### config.mk
export PLATFORM = sky130hd
export DESIGN_NAME = latency_tagged
export DESIGN_NICKNAME = d
export VERILOG_FILES = /design/src/rtl/latency_tagged.sv
export SDC_FILE = /design/constraint.sdc
export NUM_CORES = 1
export LEC_CHECK = 0
export CAP_MARGIN = 20
export CORE_MARGIN = 2
export CORE_UTILIZATION = 60
export CTS_CLUSTER_DIAMETER = 80
export DETAILED_ROUTE_END_ITERATION = 12
export PLACE_DENSITY = 0.83
export SKIP_CTS_REPAIR_TIMING = 1
export SYNTH_ARGS = -nofsm -noshare
export SYNTH_HDL_FRONTEND = slang
export SYNTH_SLANG_ARGS = --single-unit
### constraint.sdc
create_clock -name clk -period 11.6 [get_ports clk]
set_input_delay 1.16 -clock clk [delete_from_list [all_inputs] [get_ports clk]]
set_output_delay 1.16 -clock clk [all_outputs]
set_load 0.01 [all_outputs]
### src/rtl/latency_tagged.sv
// Multi-tag transaction latency monitor: per-tag issue timestamps, exact
// retire latency, saturating issue/retire/sum counters, min/max, sticky errors.
// Ports: clk, rst_n; issue/issue_tag, retire/retire_tag, clear in;
// issue_cnt_r, retire_cnt_r, pending_cnt_r, aggregate_cnt_r,
// min_lat_r, max_lat_r, err_issue_busy_r, err_retire_idle_r out.
module latency_tagged #(
  parameter int W = 32,
  parameter int N = 8,
  localparam int TW = $clog2(N)
) (
  input  logic          clk,
  input  logic          rst_n,
  input  logic          issue,
  input  logic [TW-1:0] issue_tag,
  input  logic          retire,
  input  logic [TW-1:0] retire_tag,
  input  logic          clear,
  output logic [W-1:0]  issue_cnt_r,
  output logic [W-1:0]  retire_cnt_r,
  output logic [TW:0]   pending_cnt_r,
  output logic [W-1:0]  aggregate_cnt_r,
  output logic [W-1:0]  min_lat_r,
  output logic [W-1:0]  max_lat_r,
  output logic          err_issue_busy_r,
  output logic          err_retire_idle_r
);

  logic [W-1:0]  now_q, now_d;
  logic [N-1:0]  valid_q, valid_d;
  logic [W-1:0]  ts_q [N];
  logic [W-1:0]  ts_d [N];
  logic [W-1:0]  icnt_q, icnt_d;
  logic [W-1:0]  rcnt_q, rcnt_d;
  logic [TW:0]   pend_q, pend_d;
  logic [W-1:0]  agg_q, agg_d;
  logic [W-1:0]  min_q, min_d;
  logic [W-1:0]  max_q, max_d;
  logic          eb_q, eb_d;
  logic          er_q, er_d;

  logic [W-1:0]  lat;
  logic [W:0]    agg_sum;

  function automatic logic [W-1:0] sat_inc(input logic [W-1:0] v);
    return (&v) ? v : v + 1'b1;
  endfunction

  always_comb begin
    now_d   = now_q + 1'b1;
    valid_d = valid_q;
    ts_d    = ts_q;
    icnt_d  = icnt_q;
    rcnt_d  = rcnt_q;
    agg_d   = agg_q;
    min_d   = min_q;
    max_d   = max_q;
    eb_d    = eb_q;
    er_d    = er_q;
    pend_d  = '0;
    // Modular subtraction gives the exact latency even across now_q wrap.
    lat     = now_q - ts_q[retire_tag];
    agg_sum = {1'b0, agg_q} + {1'b0, lat};

    if (clear) begin
      valid_d = '0;
      icnt_d  = '0;
      rcnt_d  = '0;
      agg_d   = '0;
      min_d   = '1;
      max_d   = '0;
      eb_d    = 1'b0;
      er_d    = 1'b0;
    end else begin
      // Retire first so a same-cycle issue can reuse the freed tag.
      if (retire) begin
        if (valid_q[retire_tag]) begin
          valid_d[retire_tag] = 1'b0;
          rcnt_d = sat_inc(rcnt_q);
          agg_d  = agg_sum[W] ? '1 : agg_sum[W-1:0];
          if (lat < min_q) min_d = lat;
          if (lat > max_q) max_d = lat;
        end else begin
          er_d = 1'b1;
        end
      end
      if (issue) begin
        if (!valid_d[issue_tag]) begin
          valid_d[issue_tag] = 1'b1;
          ts_d[issue_tag]    = now_q;
          icnt_d = sat_inc(icnt_q);
        end else begin
          eb_d = 1'b1;
        end
      end
    end

    for (int i = 0; i < N; i++) begin
      pend_d = pend_d + {{TW{1'b0}}, valid_d[i]};
    end
  end

  always_ff @(posedge clk or negedge rst_n) begin
    if (!rst_n) begin
      now_q   <= '0;
      valid_q <= '0;
      for (int i = 0; i < N; i++) ts_q[i] <= '0;
      icnt_q  <= '0;
      rcnt_q  <= '0;
      pend_q  <= '0;
      agg_q   <= '0;
      min_q   <= '1;
      max_q   <= '0;
      eb_q    <= 1'b0;
      er_q    <= 1'b0;
    end else begin
      now_q   <= now_d;
      valid_q <= valid_d;
      for (int i = 0; i < N; i++) ts_q[i] <= ts_d[i];
      icnt_q  <= icnt_d;
      rcnt_q  <= rcnt_d;
      pend_q  <= pend_d;
      agg_q   <= agg_d;
      min_q   <= min_d;
      max_q   <= max_d;
      eb_q    <= eb_d;
      er_q    <= er_d;
    end
  end

  assign issue_cnt_r       = icnt_q;
  assign retire_cnt_r      = rcnt_q;
  assign pending_cnt_r     = pend_q;
  assign aggregate_cnt_r   = agg_q;
  assign min_lat_r         = min_q;
  assign max_lat_r         = max_q;
  assign err_issue_busy_r  = eb_q;
  assign err_retire_idle_r = er_q;

endmodule

# After elaboration in Yosys (flattened, before gate mapping)
# Cells that the tools add are included.
# word_totals
reg_bits,462
output_inout_bits,166
wordCells,115
# op_classes
add_sub_neg,12
order_cmp,9
n_eq_ne,4
muxes,46
n_bitwise,7
reduce_logical,19
# op_table
cell,n
2-to-1 mux 32 bit,23
bitwise mux 256 bit,1
adder 32 x 1 -> 32 bit (second input constant),3
binary-select mux 32 bit (select 3 bit),1
demux 32 bit (select 3 bit),1
AND reduction 32 bit,2
2-to-1 mux 8 bit,6
adder 32 x 32 -> 33 bit,1
greater-than comparator 32 bit,1
less-than comparator 32 bit,1
subtractor 32 bit,1
adder 4 x 1 -> 4 bit,4
AND reduction 3 bit,5
nonzero test 2 bit,6
2-to-1 mux 1 bit,10
AND 8 bit,1
greater-or-equal comparator 4 bit (second input constant),2
less-than comparator 3 x 4 -> 1 bit (second input constant),2
!= test 2 bit (second input constant),4
NOT 3 -> 4 bit,2
NOT 8 bit,1
OR 8 bit,1
binary-select mux 1 bit (select 3 bit),2
demux 1 bit (select 3 bit),2
other kinds (8),14

# Logic depth before layout (Yosys ltp)
# Gate-level depths: netlist of the first run.
# depth
ltp_word,21
depth_mapped,29

# Worst setup path before layout of the first run
# No wires, ideal clock.
# synth_path
kind,input to register
from,input port retire_tag[1]
to,"register max_q[1], in the netlist max_lat_r[1]"
setup_ns,0.094
arrival_time_ns,7.417
required_ns,11.506
path_slack_ns,4.089
cell_stages,26
path_cell_list,clkbuf_1 -> buf_1 -> clkbuf_1 -> nand2_1 -> clkbuf_1 -> o22ai_1 -> nor2_1 -> ha_1 -> a21oi_1 -> nand2_1 -> a221oi_1 -> a21oi_1 -> or2_2 -> o41ai_1 -> xor2_1 -> inv_1 -> ha_1 -> nand4_1 -> nor3_1 -> or4b_2 -> a21oi_1 -> o221a_2 -> buf_2 -> clkbuf_1 -> nor2_1 -> a211oi_1
# synth_via
elab_chain_len,9
elab_cells_between_ends,15
# synth_rtl
element,line_no,text
from (decl),16,"input logic [TW-1:0] retire_tag,"
branches (longest 9 deep; another with subtractor 32 bit),n/a,
to (signal assigned),124,max_q <= max_d;
to (decl),37,"logic [W-1:0] max_q, max_d;"
# Several ways; the timed one is not identified. The select of a mux whose other input is x is not followed.
# A chain may end at the register's enable or synchronous reset.

# Worst setup path after layout of the first run
# layout_path
from,input port retire_tag[1]
to,"register max_q[4], in the netlist max_lat_r[4]"
# The elaborated chain is that of the path after synthesis.

==> metrics.md, run 1 <==
| Metric | Value |
|---|---|
| CP startpoint kind | primary input |
| Dpl cell area | approximately 28000 um^2 |
| PwrDens | 130 nW/um^2 |
| Setup CP Type | primary input to flop |
| Layout net count | approximately 2.8k |
| Vias in the first global route | around 20k |
| Max Clock Skew | between 15 and 20 ps |
| Reg-to-reg endpoint | aggregate_cnt_r[29] |
| Die height | about 210 um |
| Drt wl/cell | 21.8 um |
| Required time of the critical path | ~12000 ps |
| Clock transition at path regs | 60 ps |
| Relative slew slack | 0.221 |
| Period minus WS final | around 8200 ps |
| Yosys Warn Count | 0 |
| Core area | around 43000 um^2 |
| Routed vias/inst | roughly 6.3 |
| Worst-Margin Slew | ~1200 ps |
| Worst-Skew Late Latency | 610 ps |
| Post-synth ARST share | 1.00 |
| Root Buffer | clkbuf_16 |
| Worst r2r src | ts_q[128] |
| Max-cap violations | 0 |
| Post-synth EDFFs | 0 |
| Via count | just over 20k |
| Place WS | approximately 3000 ps |
| Max Slew Vio Count | 0 |
| Worst Path Arrival | 8610 ps |
| Maximum vdd drop | between 0.1 and 0.15 mV |
| Total grt overflow | 0 |
| TNS Setup | 0 ps |
| Pleak | between 10 and 15 nW |
| F_max | around 120 MHz |
| GPL Wtd Cong | 0.954 |
| Detail Placement HPWL | 47.9 mm |
| Post-route ant nets | 0 |
| Clock buffer depth | 3 |
| Mapped cell area | between 20000 and 30000 um^2 |
| Placement Rows | between 70 and 80 |
| Top FF cell, synth | dfrtp_1 |
| Critical Path Fanout Max | 43 |
| I/O pin count | ~180 |
| Min-delay src | ts_q[32] |
| Initial cell density of the core | 0.607 |
| Drt total wl | 71.0 mm |
| Hold Path End | ts_q[32] |
| Initial antenna violation count | 0 |
| Hold Crit Depth | 2 |
| Synth Register Bits | ~460 |
| Mapped Avg Cell Area | 10.3 um^2 |
| TritonCTS clock tree | yes |
| Fin Hold WS | about 500 ps |
| Post-synthesis cell count | 2535 |
| Largest net degree at the start of global routing | 179 |
| Critical path endpoint category | flop |
| Final period util | 0.703 |
| Setup violators final | 0 |
| Port Buffers | ~180 |
| Layout cell share with drive strength beyond 1 | 0.167 |
| Die Width | 213 um |
| Residual DRC count | 0 |
| Diodes inserted | 0 |
| Final core utilization | 0.693 |
| RSZ-0062 raised after global routing | false |
| Design Area, Final | around 30000 um^2 |
| H-tree depth | 2 |
| Depth of the most critical reg-to-reg path | 23 |
| Final hold violation count | 0 |
| Hold WC Path Type | flop to flop |
| CTS Sinks | between 400 and 500 |
| Die area | around 45000 um^2 |
| Syn_nets | around 2.7k |
| Initial drt markers | between 2k and 2.5k |
| First drt pass iteration count | 6 |
| Post-synthesis sequential area ratio | 0.445 |
| TritonCTS Buffers | a little under 50 |
| Final worst setup slack | ~3400 ps |
| Netlist cell types | 84 |
| First-pass GRT wire length | 113 mm |
| Total track usage | 0.318 |
| R2R setup slack | between 5000 and 6000 ps |
| Area growth syn-to-layout | 14.2% |
| Status | completed |
-- per-layer routing --
layer  GRT usage  vias to the layer above  part of all wire
li1            -                     9235                 -
met1       0.441                    10200              0.43
met2       0.506                      883              0.46
met3      0.0464                      169             0.070
met4       0.127                        0             0.035
met5           0                        -                 0
-- logic make-up after synthesis --
| logic type | count (synthesis) | share of synthesized area |
|---|---|---|
| flip-flops | 462 | 0.445 |
| AND/OR/NAND/NOR | 645 | 0.120 |
| buffers and inverters | 272 | 0.0413 |
| XOR/XNOR | 137 | 0.0460 |
| AO/OA/AOI/OAI | 523 | 0.127 |
| multiplexers | 358 | 0.153 |
| adder cells (fa/ha/maj) | 138 | 0.0679 |
-- layout by cell type (no fill, tap or decap), types with 8 or more instances in the layout --
cell type          n
a22oi_1           36
and3_1            26
nor3_1            31
nand2_1          165
a221oi_1          12
xnor2_1           63
nor2b_1           14
ha_1             132
nand3_1           71
clkbuf_8          14
mux2_2           276
a21o_1            48
o21a_1            19
or2_2              8
a211oi_1          19
nor2_1           200
clkbuf_16         49
buf_4             21
inv_1            119
a31oi_1           13
mux2i_1           76
xor2_1            74
dfrtp_1          430
clkbuf_1          14
and2_1            14
a21oi_1          175
o22ai_1           15
clkdlybuf4s50_1  171
o21ai_0           99
and4_1            10
nand4_1           49
or3_1              9
dfstp_2           32
o211ai_1          16
-- worst max-delay path, stage by stage --
cell and delay (ps):
buf_4 520, buf_4 550, nand2_1 610, o22ai_1 350
nor2_1 80, ha_1 350, a21oi_1 390, nand2_1 130
a221oi_1 550, a21oi_1 170, or2_2 340, o41ai_1 330
xor2_1 290, inv_1 140, ha_1 290, nand4_1 120
nor3_1 260, or4b_2 660, a21oi_1 220, o221a_2 690
mux2i_1 260, nor2_1 60
-- report_power, final --
| part | internal, mW | switching (mW) |
|---|---|---|
| logic | 0.222 | 0.370 |
| clock network | 0.937 | 0.655 |
| registers | 1.66 | 0.0305 |
-- how the worst max path moves through the flow --
stage	slack [ps]	from	endpoint
after floorplan	4090	retire_tag[1]	max_lat_r[1]
after global placement	3110	retire_tag[1]	max_lat_r[2]
after detailed placement	3020	retire_tag[1]	max_lat_r[4]
after CTS	3630	retire_tag[1]	max_lat_r[4]
after global routing	2950	retire_tag[1]	max_lat_r[6]
final	3450	retire_tag[1]	max_lat_r[4]
-- cell usage after synthesis (9+ instances only) --
| master | number | area share |
|---|---|---|
| nor2b_1 | 14 | 0.0034 |
| clkbuf_1 | 104 | 0.015 |
| xor2_1 | 74 | 0.025 |
| nor3_1 | 31 | 0.0059 |
| o22ai_1 | 15 | 0.0036 |
| nor2_1 | 201 | 0.029 |
| nand3_1 | 71 | 0.014 |
| a221oi_1 | 12 | 0.0040 |
| and4_1 | 10 | 0.0034 |
| mux2i_1 | 76 | 0.029 |
| a22oi_1 | 36 | 0.010 |
| inv_1 | 120 | 0.017 |
| and2_1 | 14 | 0.0034 |
| mux2_2 | 276 | 0.12 |
| nand2_1 | 165 | 0.024 |
| xnor2_1 | 63 | 0.021 |
| o211ai_1 | 16 | 0.0046 |
| and3_1 | 27 | 0.0065 |
| or3_1 | 9 | 0.0022 |
| o21a_1 | 19 | 0.0055 |
| a21o_1 | 48 | 0.014 |
| nand4_1 | 49 | 0.012 |
| a211oi_1 | 19 | 0.0055 |
| o21ai_0 | 99 | 0.019 |
| buf_2 | 28 | 0.0054 |
| dfrtp_1 | 430 | 0.41 |
| a21oi_1 | 175 | 0.034 |
| buf_1 | 14 | 0.0020 |
| a31oi_1 | 13 | 0.0031 |
| dfstp_2 | 32 | 0.032 |
| ha_1 | 132 | 0.063 |
-- flip-flops by register name, indices dropped and copies added, names as in the netlist --
signal             flops
max_lat_r             32
err_retire_idle_r      1
aggregate_cnt_r       32
ts_q                 256
err_issue_busy_r       1
now_q                 32
valid_q                8
pending_cnt_r          4
min_lat_r             32
issue_cnt_r           32
retire_cnt_r          32
-- cell type report --
cell class / instances / area (um^2)
Clock buffer: 77 / 1470
Inverter: 120 / 450
Clock inverter: 11 / 155
Fill cell: 3117 / 13200
Timing Repair Buffer: 198 / 1960
Tap cell: 585 / 732
Multi-Input combinational cell: 1801 / 13400
Sequential cell: 462 / 11600
-- stage by stage --
step	power (mW)	std cells
CTS	3.88	3252
finish	3.87	3254
global placement	2.27	3164
detailed placement	2.29	3164
floorplan	2.09	2535
global route	4.02	3254
Power figures use the tool's default switching activity.
==> run 2: changes to the inputs <==
==> constraint.sdc (replaced) <==
create_clock -name clk -period 8 [get_ports clk]
set_input_delay 0.8 -clock clk [delete_from_list [all_inputs] [get_ports clk]]
set_output_delay 0.8 -clock clk [all_outputs]
set_load 0.01 [all_outputs]
==> run 2 against run 1 <==
Setup slack lost 2500 ps. Register-to-register slack lost 3500 ps. Via count grew 1.2%. Flip-flop and latch count is the same. Hold slack lost 270 ps. Clock skew grew 15 ps. Clock power grew 47%. Cell area grew 0.63%. Die area is the same. Largest cell class unchanged. Largest power group unchanged.
==> metrics.md, run 2 (same netlist as run 1, synthesis figures left out) <==
| Metric | Value |
|---|---|
| Port Buffers | 176 (unchanged) |
| Clock share of power | 0.412 (about the same) |
| TNS Setup | 0 ps (unchanged) |
| Vias in the first global route | 20.6k (+0.45%) |
| Required time of the critical path | 8460 ps (-3600 ps) |
| Switching share of power | 0.272 (-0.000997) |
| Largest net degree at the start of global routing | 207 (+16%) |
| Initial drt markers | 2269 (+1.3%) |
| Most frequent cells in the layout | dfrtp_1 (430), mux2_2 (276), nor2_1 (201) |
| Worst-Skew Late Latency | 600 ps (about the same) |
| Total grt overflow | 0 (unchanged) |
| Max Clock Skew | 30.0 ps (+14.9 ps) |
| CTS Sinks | 462 (unchanged) |
| Final period util | 0.880 |
| Commonest non-fill, non-tap cell in the layout | dfrtp_1 |
| Final hold violation count | 0 (unchanged) |
| Die height | 213 um (unchanged) |
| Initial antenna violation count | 0 (unchanged) |
| Worst Path Arrival | 7500 ps (-1110 ps) |
| Pleak | 14.5 nW (+0.88%) |
| Core area | 43000 um^2 (unchanged) |
| F_max | between 100 and 150 MHz |
| Setup CP Type | primary input to flop |
| PwrDens | 189 nW/um^2 (+45%) |
| Crit. Startpoint | retire_tag[0] |
| Max Slew Vio Count | 0 (unchanged) |
| Placement Rows | 76 (unchanged) |
| Critical Path Fanout Max | 37 (-14%) |
| Layout net count | 2801 (+0.72%) |
| Post-route ant nets | 0 (unchanged) |
| Via count | 20.8k (+1.2%) |
| Final Total Pwr | 5.65 mW (+46%) |
| Worst-Margin Slew | 1150 ps (-15.2 ps) |
| Drt wl/cell | 21.9 um (+0.17%) |
| Diodes inserted | 0 (unchanged) |
| Drt total wl | 71.6 mm (+0.82%) |
| Switch Pwr | 1.54 mW (+45%) |
| Internal power | 4.12 mW (+46%) |
| Final core utilization | 0.697 (+0.00434) |
| GPL Wtd Cong | 0.953 (about the same) |
| Root Buffer | clkbuf_16 |
| Relative slew slack | 0.234 (+0.0129) |
| Period minus WS final | between 7000 and 8000 ps |
| Status | completed |
| Maximum vdd drop | 0.175 mV (+43%) |
| Largest Register | ts_q |
| Max FFs per register | 256 (unchanged) |
| R2R setup slack | 1490 ps (-3540 ps) |
| TritonCTS clock tree | yes |
| First drt pass iteration count | 5 (-1) |
| First-pass GRT wire length | 113 mm (+0.17%) |
| Depth of the most critical reg-to-reg path | 20 (-13%) |
| Area growth syn-to-layout | 14.9% |
| Detail Placement HPWL | 49.1 mm (+2.5%) |
| Sequential power share | 0.433 (-0.003) |
| Total track usage | 0.319 (+0.000387) |
| Initial cell density of the core | 0.607 (unchanged) |
| Comb pwr share | 0.155 (+0.002) |
| Residual DRC count | 0 (unchanged) |
| Reg-to-reg endpoint | min_lat_r[5] |
| H-tree depth | 2 (unchanged) |
| Routed vias/inst | 6.34 (+0.57%) |
| Critical path endpoint category | flop |
| Die Width | 213 um (unchanged) |
| Worst Setup EP | max_lat_r[4] |
| Max-cap violations | 0 (unchanged) |
| RSZ-0062 raised after global routing | false |
| Hold WC Path Type | primary input to async pin |
| Clock buffer depth | 3 (unchanged) |
| Die area | 45200 um^2 (unchanged) |
| I/O pin count | 177 (unchanged) |
| TritonCTS Buffers | 48 (-2.0%) |
| Worst r2r src | ts_q[128] |
| Layout cell share with drive strength beyond 1 | 0.177 (+0.00910) |
| CP startpoint kind | primary input |
| Clock transition at path regs | 60 ps (about the same) |
| Setup violators final | 0 (unchanged) |
run 2: cell count changes in the layout (fill, tap and decap cells not counted), sizes merged:
| cell | before | now |
|---|---|---|
| buf | 27 | 48 |
| bufinv | 3 | 4 |
| clkinv | 4 | 11 |
| clkinvlp | 1 | 2 |
| inv | 123 | 122 |
| clkbuf | 77 | 69 |
run 2: final cells by class:
| class | instances | area (um^2) |
|---|---|---|
| inverter | 120 | 450 |
| timing repair buffer | 219 | 2130 |
| clock inverter | 19 | 211 |
| sequential | 462 | 11600 |
| multi-input combinational | 1801 | 13400 |
| tap | 585 | 732 |
| fill | 3110 | 13000 |
| clock buffer | 69 | 1440 |
run 2: critical path: stages:
cell and delay, ps:
buf_4 290, buf_4 480, nor2b_1 210, a22oi_1 210, o22ai_1 120, nor2_1 190, ha_1 350, nand3_1 120
o211ai_1 170, a221oi_1 570, a21oi_1 210, or2_2 350, o41ai_1 320, xor2_1 310, inv_1 130, ha_1 310
nand4_1 130, nor3_1 280, or4b_2 660, a21oi_1 220, o221a_2 670, mux2i_1 300, nor2_1 60
run 2: power by group through the flow:
stage          sequential (mW)  combinational, mW  clock [mW]
3_3_place_gp              2.48              0.818           0
6_report                  2.45              0.874        2.33
3_5_place_dp              2.49              0.852           0
4_1_cts                   2.45              0.858        2.35
2_1_floorplan             2.48              0.557           0
5_1_grt                   2.45              0.956        2.46
run 2: how the worst min path moves through the flow:
| stage | end | depth (start not counted) |
|---|---|---|
| after global placement | ts_q[128] | 2 |
| after CTS | retire_cnt_r[16] | 1 |
| after global routing | retire_cnt_r[16] | 1 |
| after floorplan | ts_q[128] | 2 |
| after detailed placement | ts_q[192] | 2 |
| final | retire_cnt_r[16] | 1 |
run 2: per-layer routing:
| metal | wire [um] | global-route usage | share of wire | vias up |
|---|---|---|---|---|
| li1 | - | - | - | 9282 |
| met1 | 30400 | 0.436 | 0.42 | 10400 |
| met3 | 5200 | 0.0511 | 0.073 | 178 |
| met4 | 2510 | 0.127 | 0.035 | 0 |
| met5 | 0 | 0 | 0 | - |
| met2 | 33500 | 0.509 | 0.47 | 874 |
run 2: stage by stage:
step / hold slack [ps] / std cells / setup WS, ps / area [um^2]
after detailed placement: 466 / 3186 / 610 / 28300
final: 219 / 3275 / 959 / 30000
after global placement: 459 / 3186 / 767 / 28300
after global routing: 272 / 3275 / 527 / 30000
after CTS: 258 / 3274 / 1140 / 30000
after floorplan: 444 / 2535 / 849 / 26100
==> run 3: changes to the inputs <==
--- a/config.mk
+++ b/config.mk
@@ -10,6 +10,7 @@
 export CORE_UTILIZATION = 60
 export CTS_CLUSTER_DIAMETER = 80
 export DETAILED_ROUTE_END_ITERATION = 12
+export MAX_ROUTING_LAYER = met4
 export PLACE_DENSITY = 0.83
 export SKIP_CTS_REPAIR_TIMING = 1
 export SYNTH_ARGS = -nofsm -noshare
==> run 3 against run 2 <==
Clock power is 3% higher. Critical endpoint is now max_lat_r[2]. Sequential share of layout area shrank 0.11 points. Largest cell class unchanged. Maximum frequency grew 1.7%. Cell area grew 0.28%. Total power is 1.1% higher. First-iteration DRC count is 6.6% higher. Global-route usage grew 1.5 points. Wire length grew 1.4%. Die area unchanged. Hold slack got worse by 21 ps. Combinational power barely moved.
==> metrics.md, run 3 (same netlist as run 1, synthesis figures left out) <==
| Metric | Value |
|---|---|
| Status | completed |
| Period minus WS final | 6920 ps (-120 ps) |
| Switch Pwr | 1.55 mW (+0.88%) |
| Via count | 20.9k (+0.58%) |
| Worst-Margin Slew | 1170 ps (+25.2 ps) |
| Worst-Skew Late Latency | 610 ps (about the same) |
| Max Slew Vio Count | 0 (unchanged) |
| Worst path depth | 21 (-8.7%) |
| Total grt overflow | 0 (unchanged) |
| Depth of the most critical reg-to-reg path | 21 (+5.0%) |
| Diodes inserted | 0 (unchanged) |
| Die height | 213 um (unchanged) |
| Residual DRC count | 0 (unchanged) |
| Die Width | 213 um (unchanged) |
| Critical path endpoint category | flop |
| Clock transition at path regs | 60 ps (about the same) |
| Critical Path Fanout Max | 28 (-24%) |
| CP startpoint kind | primary input |
| Max-cap violations | 0 (unchanged) |
| Final period util | 0.865 (-0.0150) |
| TNS Setup | 0 ps (unchanged) |
| RSZ-0062 raised after global routing | false |
| Vias in the first global route | 20.9k (+1.7%) |
| First-pass GRT wire length | 114 mm (+1.1%) |
| PwrDens | 190 nW/um^2 (+0.77%) |
| CP max-delay cell | a2111oi_0 |
| First drt pass iteration count | 5 (unchanged) |
| Placement Rows | 76 (unchanged) |
| GPL Wtd Cong | 0.954 (about the same) |
| Post-route ant nets | 0 (unchanged) |
| Largest Register | ts_q |
| Crit path buf inv count | 2 (-1) |
| R2R setup slack | 1610 ps (+120 ps) |
| TritonCTS Buffers | 49 (+2.1%) |
| Comb pwr share | 0.153 (-0.002) |
| Largest net degree at the start of global routing | 203 (-1.9%) |
| Initial antenna violation count | 0 (unchanged) |
| Area growth syn-to-layout | 15.2% |
| Layout net count | 2805 (+0.14%) |
| Port Buffers | 176 (unchanged) |
| Die area | 45200 um^2 (unchanged) |
| Internal power | 4.16 mW (+1.1%) |
| Final hold violation count | 0 (unchanged) |
| Sequential power share | 0.429 (-0.004) |
| Drt wl/cell | 22.1 um (+1.3%) |
| Switching share of power | 0.271 (-0.000474) |
| Initial drt markers | 2419 (+6.6%) |
| CTS Sinks | 462 (unchanged) |
| Critical path's largest stage delay | 740 ps (+70 ps) |
| Most frequent cells in the layout | dfrtp_1 (430), mux2_2 (276), nor2_1 (201) |
| Initial cell density of the core | 0.607 (unchanged) |
| Commonest non-fill, non-tap cell in the layout | dfrtp_1 |
| TritonCTS clock tree | yes |
| Clock buffer depth | 3 (unchanged) |
| Setup CP Type | primary input to flop |
| Required time of the critical path | 8450 ps (about the same) |
| F_max | 144 MHz (+1.7%) |
| Layout cell share with drive strength beyond 1 | 0.177 (+0.000415) |
| Root Buffer | clkbuf_16 |
| Detail Placement HPWL | 49.5 mm (+0.87%) |
| Maximum vdd drop | 0.162 mV (-7.3%) |
| I/O pin count | 177 (unchanged) |
| Drt total wl | 72.6 mm (+1.4%) |
| Final Total Pwr | 5.71 mW (+1.1%) |
| Delay-heaviest family, CP | compound AO/OA/AOI/OAI gates |
| Max FFs per register | 256 (unchanged) |
| Clock share of power | 0.418 (+0.006) |
| Ordered cell list for the critical path | buf_2, and2_1, buf_4, a22o_1, a21oi_1, ha_1, nand2_1, o22ai_1, a31oi_1, a21o_1, a2111oi_0, o21a_1, nor2_1, ha_1, nand4_1, nor3_1, or4b_2, a21oi_1, o221a_2, mux2i_1, nor2_1 |
| Total track usage | 0.333 (+0.0147) |
| Worst Path Arrival | 7380 ps (-120 ps) |
| Routed vias/inst | 6.37 (+0.43%) |
| Max Clock Skew | 23.2 ps (-6.76 ps) |
| Relative slew slack | 0.217 (-0.0168) |
| Pleak | 14.6 nW (+0.26%) |
| Total of fill cells in the finished design | 3060 (-1.6%) |
| Setup violators final | 0 (unchanged) |
| Hold WC Path Type | primary input to async pin |
| Core area | 43000 um^2 (unchanged) |
| H-tree depth | 2 (unchanged) |
[run 3: changes by cell type in the layout (fill, tap and decap cells not counted), sizes merged]
cell      before  now
clkinvlp       2    1
buf           48   51
clkinv        11   13
bufinv         4    6
inv          122  121
[run 3: cell type report]
cell class / instances / area, um^2 / area share
multi-input combinational: 1801 / 13400 / 0.446
clock inverter: 21 / 292 / 0.00970
inverter: 120 / 450 / 0.0150
sequential: 462 / 11600 / 0.386
timing repair buffer: 222 / 2160 / 0.0719
tap: 585 / 732 / 0.0244
clock buffer: 69 / 1410 / 0.0470
[run 3: through the flow]
stage | util | hold slack (ps) | instance area [um^2] | worst slack [ps] | instances
2_1_floorplan | - | 444 | 26100 | 849 | 2535
3_3_place_gp | 0.659 | 458 | 28300 | 824 | 3188
3_5_place_dp | 0.659 | 467 | 28300 | 657 | 3188
4_1_cts | 0.698 | 214 | 30000 | 1240 | 3278
5_1_grt | 0.699 | 254 | 30100 | 694 | 3280
6_report | 0.699 | 198 | 30100 | 1080 | 3280
[run 3: path summary, 6_finish.rpt]
path | startpoint | endpoint
max | retire_tag[2] | max_lat_r[2]
min | rst_n | retire_cnt_r[16]
max reg2reg | ts_q[226] | max_lat_r[2]
min reg2reg | ts_q[192] | ts_q[192]
max in group asynchronous | rst_n | ts_q[166]
min in group clk | ts_q[192] | ts_q[192]
[run 3: power by group through the flow]
stage,combinational (mW),clock (mW),sequential (mW)
2_1_floorplan,0.557,0,2.48
3_3_place_gp,0.820,0,2.48
3_5_place_dp,0.852,0,2.49
4_1_cts,0.858,2.42,2.45
5_1_grt,0.957,2.52,2.45
6_report,0.872,2.39,2.45
[run 3: per-layer routing]
layer / GRT usage / routed length (um)
met3: 0.0603 / 5720
met5: - / 0
met2: 0.514 / 33700
met1: 0.439 / 30500
met4: 0.134 / 2690
